**src/rtl/bus_arbiter_rr.sv**
```systemverilog
// Round-robin arbiter joining serial masters to serial slaves over one shared bus.
// Slave select arrives as a serial address prefix; a stalled transfer can be parked once (split).
module bus_arbiter_rr #(
  parameter int NUM_MASTERS   = 2,
  parameter int NUM_SLAVES    = 3,
  parameter int ADDR_BITS     = 2,
  parameter int SPLIT_TIMEOUT = 12
) (
  input  logic                   clk,
  input  logic                   reset,
  input  logic [NUM_MASTERS-1:0] m_request,
  input  logic [NUM_MASTERS-1:0] m_address_valid,
  input  logic [NUM_MASTERS-1:0] m_address,
  input  logic [NUM_MASTERS-1:0] m_data,
  input  logic [NUM_MASTERS-1:0] m_valid,
  input  logic [NUM_MASTERS-1:0] m_write_en,
  output logic [NUM_MASTERS-1:0] m_grant,
  output logic [NUM_MASTERS-1:0] m_ready,
  output logic [NUM_MASTERS-1:0] m_data_out,
  output logic [NUM_MASTERS-1:0] m_valid_in,
  output logic [NUM_MASTERS-1:0] m_error,
  output logic [NUM_SLAVES-1:0]  s_address,
  output logic [NUM_SLAVES-1:0]  s_data,
  output logic [NUM_SLAVES-1:0]  s_valid,
  output logic [NUM_SLAVES-1:0]  s_write_en,
  output logic [NUM_SLAVES-1:0]  s_bus_ready,
  input  logic [NUM_SLAVES-1:0]  s_data_in,
  input  logic [NUM_SLAVES-1:0]  s_ready,
  input  logic [NUM_SLAVES-1:0]  s_valid_out,
  output logic [2:0]             state,
  output logic                   held
);

  localparam int MW = $clog2(NUM_MASTERS);
  localparam int CW = $clog2(ADDR_BITS + 1);
  localparam int SN = 1 << ADDR_BITS;
  localparam logic [ADDR_BITS:0] NS_LIM = (ADDR_BITS + 1)'(NUM_SLAVES);
  localparam logic [7:0] TO_LIM = 8'(SPLIT_TIMEOUT);

  typedef enum logic [2:0] {
    S_IDLE    = 3'd0,
    S_ADDR    = 3'd1,
    S_CONNECT = 3'd2,
    S_BUSY    = 3'd3,
    S_SPLIT   = 3'd4
  } state_t;

  state_t                 state_q;
  logic [NUM_MASTERS-1:0] grant_q;
  logic [NUM_MASTERS-1:0] error_q;
  logic [MW-1:0]          gidx_q;
  logic [MW-1:0]          last_q;
  logic                   started_q;
  logic [ADDR_BITS-1:0]   sel_q;
  logic [CW-1:0]          cnt_q;
  logic                   conn_q;
  logic                   held_q;
  logic [MW-1:0]          held_m_q;
  logic [ADDR_BITS-1:0]   held_sel_q;
  logic [7:0]             wait_q;

  function automatic logic [NUM_MASTERS-1:0] onehot(input logic [MW-1:0] idx);
    logic [NUM_MASTERS-1:0] r;
    r      = '0;
    r[idx] = 1'b1;
    return r;
  endfunction

  // Before the first grant the search starts at master 0; afterwards one past the last winner.
  function automatic logic [MW:0] rr_pick(input logic [NUM_MASTERS-1:0] elig,
                                          input logic [MW-1:0] last, input logic started);
    logic          found;
    logic [MW-1:0] win;
    int            start;
    int            i;
    found = 1'b0;
    win   = '0;
    start = started ? int'(last) + 1 : 0;
    for (int k = 0; k < NUM_MASTERS; k++) begin
      i = (start + k) % NUM_MASTERS;
      if (!found && elig[i]) begin
        found = 1'b1;
        win   = MW'(i);
      end
    end
    return {found, win};
  endfunction

  logic [NUM_MASTERS-1:0] g_dec;
  logic [MW:0]            idle_pick;
  logic [MW:0]            split_pick;
  logic [SN-1:0]          s_ready_pad;
  logic [SN-1:0]          s_data_in_pad;
  logic [SN-1:0]          s_valid_out_pad;
  logic                   sel_ok;
  logic                   slave_rdy;
  logic                   held_live;
  logic                   others_req;

  assign g_dec           = onehot(gidx_q);
  assign idle_pick       = rr_pick(m_request & m_address_valid, last_q, started_q);
  assign split_pick      = rr_pick(m_request & ~g_dec, last_q, started_q);
  assign s_ready_pad     = SN'(s_ready);
  assign s_data_in_pad   = SN'(s_data_in);
  assign s_valid_out_pad = SN'(s_valid_out);
  assign sel_ok          = {1'b0, sel_q} < NS_LIM;
  assign slave_rdy       = sel_ok & s_ready_pad[sel_q];
  assign held_live       = held_q & m_request[held_m_q];
  assign others_req      = |(m_request & ~g_dec);

  assign m_grant = grant_q;
  assign m_error = error_q;
  assign state   = state_q;
  assign held    = held_q;

  // Routing is driven only by the registered connection, so it never exists outside BUSY.
  always_comb begin
    s_address   = '0;
    s_data      = '0;
    s_valid     = '0;
    s_write_en  = '0;
    s_bus_ready = '1;
    m_ready     = '0;
    m_data_out  = '0;
    m_valid_in  = '0;
    for (int j = 0; j < NUM_SLAVES; j++) begin
      if (conn_q && sel_q == ADDR_BITS'(j)) begin
        s_address[j]  = m_address[gidx_q];
        s_data[j]     = m_data[gidx_q];
        s_valid[j]    = m_valid[gidx_q];
        s_write_en[j] = m_write_en[gidx_q];
      end else if (conn_q) begin
        s_bus_ready[j] = 1'b0;
      end
    end
    for (int i = 0; i < NUM_MASTERS; i++) begin
      if (conn_q && gidx_q == MW'(i)) begin
        m_ready[i]    = s_ready_pad[sel_q];
        m_data_out[i] = s_data_in_pad[sel_q];
        m_valid_in[i] = s_valid_out_pad[sel_q];
      end
    end
  end

  always_ff @(posedge clk or negedge reset) begin
    if (!reset) begin
      state_q    <= S_IDLE;
      grant_q    <= '0;
      error_q    <= '0;
      gidx_q     <= '0;
      last_q     <= '0;
      started_q  <= 1'b0;
      sel_q      <= '0;
      cnt_q      <= '0;
      conn_q     <= 1'b0;
      held_q     <= 1'b0;
      held_m_q   <= '0;
      held_sel_q <= '0;
      wait_q     <= '0;
    end else begin
      error_q <= '0;
      if (held_q && !m_request[held_m_q]) held_q <= 1'b0;
      case (state_q)
        S_IDLE: begin
          if (held_live) begin
            grant_q <= onehot(held_m_q);
            gidx_q  <= held_m_q;
            sel_q   <= held_sel_q;
            held_q  <= 1'b0;
            state_q <= S_CONNECT;
          end else if (idle_pick[MW]) begin
            grant_q   <= onehot(idle_pick[MW-1:0]);
            gidx_q    <= idle_pick[MW-1:0];
            last_q    <= idle_pick[MW-1:0];
            started_q <= 1'b1;
            sel_q     <= '0;
            cnt_q     <= '0;
            state_q   <= S_ADDR;
          end
        end
        S_ADDR: begin
          if (m_valid[gidx_q]) begin
            sel_q <= ADDR_BITS'({sel_q, m_address[gidx_q]});
            if (cnt_q == CW'(ADDR_BITS - 1)) state_q <= S_CONNECT;
            else                             cnt_q   <= cnt_q + 1'b1;
          end
        end
        S_CONNECT: begin
          if (!sel_ok) begin
            error_q <= g_dec;
            grant_q <= '0;
            state_q <= S_IDLE;
          end else if (slave_rdy) begin
            conn_q  <= 1'b1;
            wait_q  <= '0;
            state_q <= S_BUSY;
          end
        end
        S_BUSY: begin
          if (!m_request[gidx_q]) begin
            conn_q <= 1'b0;
            wait_q <= '0;
            if (held_live) begin
              grant_q <= onehot(held_m_q);
              gidx_q  <= held_m_q;
              sel_q   <= held_sel_q;
              held_q  <= 1'b0;
              state_q <= S_CONNECT;
            end else begin
              grant_q <= '0;
              state_q <= S_IDLE;
            end
          end else if (wait_q >= TO_LIM && !held_q && others_req) begin
            conn_q  <= 1'b0;
            grant_q <= '0;
            wait_q  <= '0;
            state_q <= S_SPLIT;
          end else if (m_address_valid[gidx_q]) begin
            conn_q  <= 1'b0;
            wait_q  <= '0;
            sel_q   <= '0;
            cnt_q   <= '0;
            state_q <= S_ADDR;
          end else if (!slave_rdy) begin
            if (wait_q != 8'hFF) wait_q <= wait_q + 8'd1;
          end else begin
            wait_q <= '0;
          end
        end
        S_SPLIT: begin
          // gidx_q and sel_q still describe the stalled transfer being parked.
          held_m_q   <= gidx_q;
          held_sel_q <= sel_q;
          if (split_pick[MW]) begin
            held_q  <= 1'b1;
            grant_q <= onehot(split_pick[MW-1:0]);
            gidx_q  <= split_pick[MW-1:0];
            last_q  <= split_pick[MW-1:0];
            sel_q   <= '0;
            cnt_q   <= '0;
            state_q <= S_ADDR;
          end else begin
            grant_q <= g_dec;
            state_q <= S_CONNECT;
          end
        end
        default: state_q <= S_IDLE;
      endcase
    end
  end

endmodule

```
**config.mk**
```make
export PLATFORM = sky130hd
export DESIGN_NAME = bus_arbiter_rr
export DESIGN_NICKNAME = d
export VERILOG_FILES = /design/src/rtl/bus_arbiter_rr.sv
export SDC_FILE = /design/constraint.sdc
export NUM_CORES = 1
export LEC_CHECK = 0
export CAP_MARGIN = 30
export CORE_MARGIN = 4
export CORE_UTILIZATION = 35
export CTS_CLUSTER_DIAMETER = 150
export DETAILED_ROUTE_END_ITERATION = 7
export SLEW_MARGIN = 10
export SYNTH_ARGS = -nofsm -noshare
export SYNTH_HDL_FRONTEND = slang
export SYNTH_SLANG_ARGS = --single-unit
```
**constraint.sdc**
```tcl
create_clock -name clk -period 2.84 [get_ports clk]
set_input_delay 0.71 -clock clk [delete_from_list [all_inputs] [get_ports clk]]
set_output_delay 0.71 -clock clk [all_outputs]
set_load 0.02 [all_outputs]
```
* Word-level counts from Yosys, hierarchy flattened
Cells that the tools add are included.
** Storage, ports and cells
- Bits in registers :: 27
- Input bits :: 23
- Output and inout bits :: 29
- Word-level logic and storage cells :: 238
** Operators by class
- $add $sub $neg :: 4
- Order comparisons :: 13
- Equal/unequal tests :: 30
- Multiplexer cells :: 134
- Bitwise logic cells :: 9
- Reduce and logical (&&, ||, !) cells :: 35
** Operators with widths (number)
- $mux 1 :: 79
- $mux 8 :: 7
- $mux 2 :: 23
- $ne 2x2->1 const B :: 14
- $mux 3 :: 9
- $pmux 2 s4 :: 3
- $ne 3x3->1 const B :: 6
- $pmux 8 s2 :: 1
- $reduce_and 4->1 :: 4
- $pmux 3 s5 :: 1
- $logic_and 1x1->1 :: 14
- $reduce_and 5->1 :: 2
- $lt 2x3->1 const B :: 3
- $reduce_and 9->1 :: 1
- $add 8x1->8 const B :: 1
- $ge 8x4->1 const B :: 1
- $lt 1x2->1 const B :: 4
- $ne 8x8->1 const B :: 1
- $reduce_bool 4->1 :: 2
- $reduce_and 7->1 :: 1
- $bmux 1 s2 :: 3
- $eq 3x2->1 const B :: 2
- $ne 6x6->1 const B :: 1
- $pmux 1 s3 :: 2
- 23 further kinds :: 40

* Longest topological paths before layout
Gate-level depths: netlist (run 1).
- Word-level depth :: 19
- Gate-level depth with buffers :: 7
- Depth with buffers taken out :: 6

* Least setup slack after synthesis (run 1)
No wires, ideal clock.
- Kind :: input port to output port
- Start :: in s_ready[2]
- End :: out m_ready[0]
- Data arrival time :: 1285 ps
- Required time :: 2130 ps
- Setup slack :: 845 ps
- Stages :: 4
- Buffers on the path :: 0
- Cell sequence :: mux2i_1 nor2_1 a21oi_1 nor2_1
** Between the ends
- Longest elaborated chain between the ends :: 3
** RTL lines
- from (decl) :: RTL line 28 : input logic [NUM_SLAVES-1:0] s_ready,
- $bmux 1 s2 :: RTL line 138 : m_ready[i] = s_ready_pad[sel_q];
- $mux 1 (implied by the code) :: RTL line 138
- $mux 1 :: RTL line 137 : if (conn_q && gidx_q == MW'(i)) begin
- to (decl) :: RTL line 18 : output logic [NUM_MASTERS-1:0] m_ready,
Every way passes these cells. The select of a mux whose other input is x is not followed.

* Final worst setup path (run 1)
- Start :: in m_valid[1]
- End :: out s_valid[0]
** Between the ends
- Longest elaborated chain between the ends :: 3
** RTL lines
- from (decl) :: RTL line 15 : input logic [NUM_MASTERS-1:0] m_valid,
- $mux 1 (implied by the code) (2 in a row) :: RTL line 130 : s_valid[j] = m_valid[gidx_q];
- $mux 1 :: RTL line 127 : if (conn_q && sel_q == ADDR_BITS'(j)) begin
- to (decl) :: RTL line 24 : output logic [NUM_SLAVES-1:0] s_valid,
Every way passes these cells. The select of a mux whose other input is x is not followed.

==> flow_summary_export.csv, run 1 <==
group,metric,value,unit
run_status,status,"complete, no violations",
final_layout,num_antenna_cells,0,
worst_hold_path,hold_path.class,"reg -> reg",
timing,hold_violations,0,
clock_tree,postCtsSetupRepairBufs,0,
worst_setup_path,critPathCapture,"s_valid[0]",
die,core,5610,um2
worst_setup_path,cp-startpoint,"m_valid[1]",
worst_setup_path,path_cells,"clkdlybuf4s50_1 > mux2i_1 > nor2_1 > clkdlybuf4s50_1",
yosys,seq_area_frac_synth,32.8,%
yosys,synth-async-reset-ratio,100,%
worst_setup_path,path_max_fanout,3,
worst_setup_path,cp_data_required_time,2.13,ns
final_layout,layout.cells.non_filler,370,
route,dr.pass1.iters,4,
worst_setup_path,worst_setup_path_start_kind,"input pin",
route,drt_iter0_markers,185,
clock_tree,clock_path_buffers,2,
route,vias,2030,
die,start_util,36.8,%
yosys,syn_avg_cell_area,8.45,um2
worst_setup_path,cp_common_cell,"clkdlybuf4s50_1",
route,wl_per_cell,15.0,um
yosys,synth-seq-cells,27,
final_layout,num-fill-cells,544,
place,dp_hpwl,4300,um
worst_setup_path,path_class,"in -> out",
yosys,netlist_instances,244,
timing,clock.fmax,364,MHz
worst_setup_path,cp_slowest_cell,"clkdlybuf4s50_1",
timing,post-route-period-util,96.6,%
power_and_ir_drop,p_total,2.27,mW
die,die_w,84.8,um
timing,rsz0062_at_grt,"false",
yosys,synth_fp_nets,270,
die,die_h,84.8,um
global_routing,antenna_found_initial,0,
clock_tree,clkSlewWorstSetupHoldPaths,0.09,ns
global_routing,grt_usage,15.5,%
route,drc,0,
worst_setup_path,r2r_slack,0.59,ns
timing,setup_viol,0,
route,vias_per_cell,5.49,
power_and_ir_drop,ir_drop,0.000295,V
clock_tree,h-tree-depth,1,
timing,setup-tns-final,0,ns
final_layout,syn_to_final_growth,32.0,%
yosys,ys_warn_count,0,
die,die-area,7180,um2
clock_tree,cts_resized,6,
yosys,syn_area,2060,um2
global_routing,grt_pass1_wl,9280,um
route,postRouteWirelength,5540,um
clock_tree,cts_sinks,27,
timing,skew,0.00334,ns
flow_run,max_cap_violations,0,
final_layout,drive_above_1_share,11.1,%
place,place.port_buffers,51,
final_layout,nets,325,
worst_setup_path,slowest_delay,0.61,ns
clock_tree,cts_tree,"done",
clock_tree,hold_buffers,0,
final_layout,multiInputGateArea,1310,um2
place,post-place-ws,-0.130,ns
power_and_ir_drop,powerDensity,835,nW/um2
worst_setup_path,r2r_start,"gidx_q",
die,pin_count,52,
die,rows,27,
timing,timing.final.crit_period,2.74,ns
worst_setup_path,r2r-end,"sel_q[0]",
final_layout,postLayoutCellArea,2720,um2
timing,setup_slack,0.0956,ns
final_layout,regArea,677,um2
timing,drv_slew,0,
clock_tree,insertion_delay,0.27,ns
clock_tree,cts-root-buf,"clkbuf_8",
global_routing,grt_max_degree,28,
global_routing,grt_remaining_overflow,0,
yosys,synth_edf_count,0,
yosys,yosys_most_used_dff,"dfrtp_1",
place,place_congestion,0.880,
power_and_ir_drop,p_leak,1.21,nW
route,postRouteAntennaNets,0,
global_routing,first_global_vias,1914,
timing,slew_headroom,59.5,%
place,place_inst,366,
timing,worst_pin_slew,0.608,ns
yosys,synthDistinctLibCells,60,
worst_setup_path,endpoint_kind,"output port",
clock_tree,numCtsBuffers,3,
place,dpl_cell_area,2660,um2
worst_setup_path,cp_data_arrival_time,2.03,ns
worst_setup_path,r2r_cells,6,
-- worst max-delay path, delay by kind of cell --
family / cells / cell delay [ns]
muxes: 1 / 0.10
and+or+nand+nor: 1 / 0.13
buffers and inverters: 2 / 1.08
-- report_power, final --
group	leakage (nW)	total [mW]	internal, mW	switching (mW)
registers	0.353	0.648	0.468	0.180
logic	0.832	1.41	0.648	0.760
clock network	0.0228	0.217	0.100	0.116
-- cell type report --
cell class | count | share of cell area (%)
Tap cell | 72 | 3.31
Sequential cell | 27 | 24.9
Timing Repair Buffer | 59 | 21.1
Clock buffer | 4 | 1.65
Inverter | 8 | 1.10
Multi-Input combinational cell | 200 | 48.0
-- cells by family (layout without fill, tap and decap cells) --
kind of cell / count (synthesis) / after routing / synth area share [%]
compound gates: 69 / 69 / 22.6
fa+ha+maj: 3 / 3 / 1.82
simple gates: 107 / 107 / 27.1
flops: 27 / 27 / 32.8
buf+inv: 17 / 71 / 4.31
mux: 21 / 21 / 11.4
-- worst min path at each step --
stage,startpoint,depth (start not counted),to
3_5_place_dp,started_q,1,started_q
5_1_grt,started_q,1,started_q
3_3_place_gp,started_q,1,started_q
6_report,started_q,1,started_q
4_1_cts,started_q,1,started_q
2_1_floorplan,reset,0,cnt_q[0]
-- metrics by stage --
step	hold WS, ns	util [%]
6_report	0.480	48.5
5_1_grt	0.492	48.5
4_1_cts	0.486	48.3
3_5_place_dp	0.464	47.5
3_3_place_gp	0.456	47.5
2_1_floorplan	0.414	-
-- layer usage --
layer / part of all wire (%) / vias up / GRT usage [%]
li1: - / 1000 / -
met1: 47 / 941 / 21.2
met2: 43 / 79 / 24.7
met3: 7.4 / 10 / 3.04
met4: 1.8 / 0 / 4.89
met5: 0 / - / 0
-- cells in the mapped netlist (3+ instances only) --
master	instances	area, um2
a31oi_1	6	37.5
mux2_1	4	45.0
and2_1	4	25.0
ha_1	3	37.5
and3_1	5	31.3
clkbuf_1	3	11.3
o21ai_1	8	40.0
nand3b_1	5	37.5
a21o_1	3	22.5
nand2b_1	5	31.3
nand3_1	10	50.1
nand2_1	23	86.3
nor2_1	35	131
o21ai_0	6	30.0
dfrtp_1	27	676
inv_1	6	22.5
a21oi_1	22	110
mux2i_1	13	130
-- sequential cells by signal, indices dropped and copies added (netlist names) --
signal,count
cnt_q,2
conn_q,1
gidx_q,1
held,1
held_m_q,1
held_sel_q,2
last_q,1
m_error,2
m_grant,2
sel_q,2
started_q,1
state,3
wait_q,8
-- placed cells by master (no fill, tap or decap), types with 4 or more instances in the layout --
master           count
buf_4                8
o21ai_1              8
and3_1               5
nand2_1             23
inv_1                6
nand3_1             10
nor2_1              35
dfrtp_1             26
nand3b_1             5
o21ai_0              6
clkdlybuf4s50_1     42
a31oi_1              6
and2_1               4
dlymetal6s2s_1       4
mux2_1               4
nand2b_1             5
dlygate4sd2_1        5
mux2i_1             13
a21oi_1             21
Power figures use the tool's default switching activity.
==> inputs of run 2 (changes only) <==
- SETUP_SLACK_MARGIN: default -> 0.05
==> flow_summary_export.csv, run 2 (synthesis results as in run 1) <==
group,metric,value,unit
clock_tree,hold_buffers,0,
timing,rsz0062_at_grt,"false",
power_and_ir_drop,clockPowerShare,9.6,%
route,postRouteWirelength,5560,um
global_routing,gr-usage-met3,3.04,%
route,postRouteAntennaNets,0,
place,dpl_cell_area,2660,um2
worst_setup_path,crit_family,"buffers and inverters",
power_and_ir_drop,power_switching,1.06,mW
final_layout,nets,325,
timing,slew_headroom,59.2,%
global_routing,grt_pass1_wl,9290,um
die,rows,27,
worst_setup_path,path_buf_inv,2,
timing,timing.final.crit_period,2.73,ns
timing,worst_pin_slew,0.611,ns
place,place_congestion,0.880,
die,die_h,84.8,um
worst_setup_path,cp_data_arrival_time,2.02,ns
worst_setup_path,worst_setup_path_start_kind,"input pin",
final_layout,layout_commonest_cell,"clkdlybuf4s50_1",
final_layout,largest_register_ffs,8,
timing,skew,0.00403,ns
final_layout,syn_to_final_growth,31.9,%
global_routing,grt_max_degree,28,
die,die_w,84.8,um
route,wl_per_cell,15.0,um
route,dr.pass1.iters,4,
timing,drv_slew,0,
worst_setup_path,slowest_delay,0.61,ns
worst_hold_path,hold_path.class,"reg -> reg",
final_layout,layout.cells.non_filler,370,
worst_setup_path,cp_data_required_time,2.13,ns
power_and_ir_drop,power_frac_seq,28.7,%
timing,setup_viol,0,
timing,clock.fmax,367,MHz
global_routing,grt_remaining_overflow,0,
power_and_ir_drop,p_int,1.20,mW
worst_setup_path,cp_slowest_cell,"clkdlybuf4s50_1",
global_routing,grt-busiest-layer,"met2",
place,dp_hpwl,4300,um
global_routing,grt_usage,15.5,%
power_and_ir_drop,ir_drop,0.000296,V
power_and_ir_drop,powerDensity,831,nW/um2
final_layout,num_antenna_cells,0,
timing,setup-tns-final,0,ns
power_and_ir_drop,combPwrFrac,61.7,%
clock_tree,numCtsBuffers,3,
run_status,status,"complete, no violations",
clock_tree,clkSlewWorstSetupHoldPaths,0.09,ns
final_layout,utilization,48.5,%
worst_setup_path,path_max_fanout,3,
route,drt_iter0_markers,208,
clock_tree,cts_tree,"done",
worst_setup_path,cp_common_cell,"clkdlybuf4s50_1",
final_layout,postLayoutCellArea,2720,um2
power_and_ir_drop,p_leak,1.24,nW
route,drc,0,
place,post-place-ws,-0.130,ns
clock_tree,postCtsSetupRepairBufs,0,
die,core,5610,um2
clock_tree,insertion_delay,0.27,ns
die,die-area,7180,um2
clock_tree,h-tree-depth,1,
clock_tree,cts-root-buf,"clkbuf_8",
global_routing,global_route.usage.met1,21.2,%
final_layout,num-fill-cells,547,
clock_tree,clock_path_buffers,2,
timing,setup_slack,0.113,ns
worst_setup_path,path_class,"in -> out",
flow_run,max_cap_violations,0,
global_routing,antenna_found_initial,0,
clock_tree,cts_sinks,27,
final_layout,largest-register,"wait_q",
route,vias_per_cell,5.43,
die,pin_count,52,
final_layout,final_cell_mix,"clkdlybuf4s50_1, nor2_1, dfrtp_1",
die,start_util,36.8,%
worst_setup_path,endpoint_kind,"output port",
global_routing,met2_usage,24.7,%
timing,hold_violations,0,
worst_setup_path,path_cells,"clkdlybuf4s50_1 > mux2i_1 > nor2_1 > clkdlybuf4s50_1",
place,place.port_buffers,51,
timing,post-route-period-util,96.0,%
final_layout,drive_above_1_share,11.1,%
global_routing,first_global_vias,1916,
place,place_inst,366,
route,vias,2008,
power_and_ir_drop,switching_share,46.7,%
==> run 2: changes by cell type in the layout (fill, tap and decap cells not counted), sizes merged <==
cell           delta
dlygate4sd2       +4
clkdlybuf4s50     -5
dlymetal6s2s      +1
==> run 2: cell type report <==
class                      instances  area, um2  share of cell area (%)
clock buffer                       4       45.0                    1.66
inverter                           8       30.0                    1.10
sequential                        27        677                    24.9
multi-input combinational        200       1310                    48.0
tap                               72       90.1                    3.31
timing repair buffer              59        572                    21.0
==> run 2: what timing repair did <==
| action | 4_1_cts | 5_1_grt |
|---|---|---|
| hold endpoints to repair | 0 | 0 |
| pin swaps | 0 | 0 |
| setup endpoints to repair | 10 | 7 |
| resized for setup | 11 | 6 |
==> run 2: metal layers <==
layer | part of all wire, % | vias to the layer above
li1 | - | 1005
met1 | 48 | 923
met2 | 44 | 72
met3 | 7.2 | 8
met4 | 1.6 | 0
met5 | 0 | -
==> run 2: path summary, 6_finish.rpt <==
check / start / endpoint / slack (ns) / cells after the start
max in group asynchronous: reset / sel_q[0] / 1.75 / 2
max: m_write_en[0] / s_write_en[0] / 0.11 / 4
max reg2reg: gidx_q / sel_q[0] / 0.58 / 6
min in group asynchronous: reset / held_sel_q[1] / 0.81 / 2
min reg2reg: started_q / started_q / 0.48 / 1
min: started_q / started_q / 0.48 / 1
==> run 2: per-stage QoR <==
step	hold WS (ns)	total power, mW
2_1_floorplan	0.414	1.57
3_3_place_gp	0.456	2.07
3_5_place_dp	0.464	2.08
4_1_cts	0.486	2.28
5_1_grt	0.492	2.44
6_report	0.480	2.26
==> run 2: power groups by stage <==
stage               Combinational (mW)  Clock [mW]  Sequential [mW]
finish                            1.39       0.217            0.648
CTS                               1.40       0.230            0.648
global placement                  1.41           0            0.652
detailed placement                1.42           0            0.654
floorplan                         1.00           0            0.566
global route                      1.52       0.244            0.671
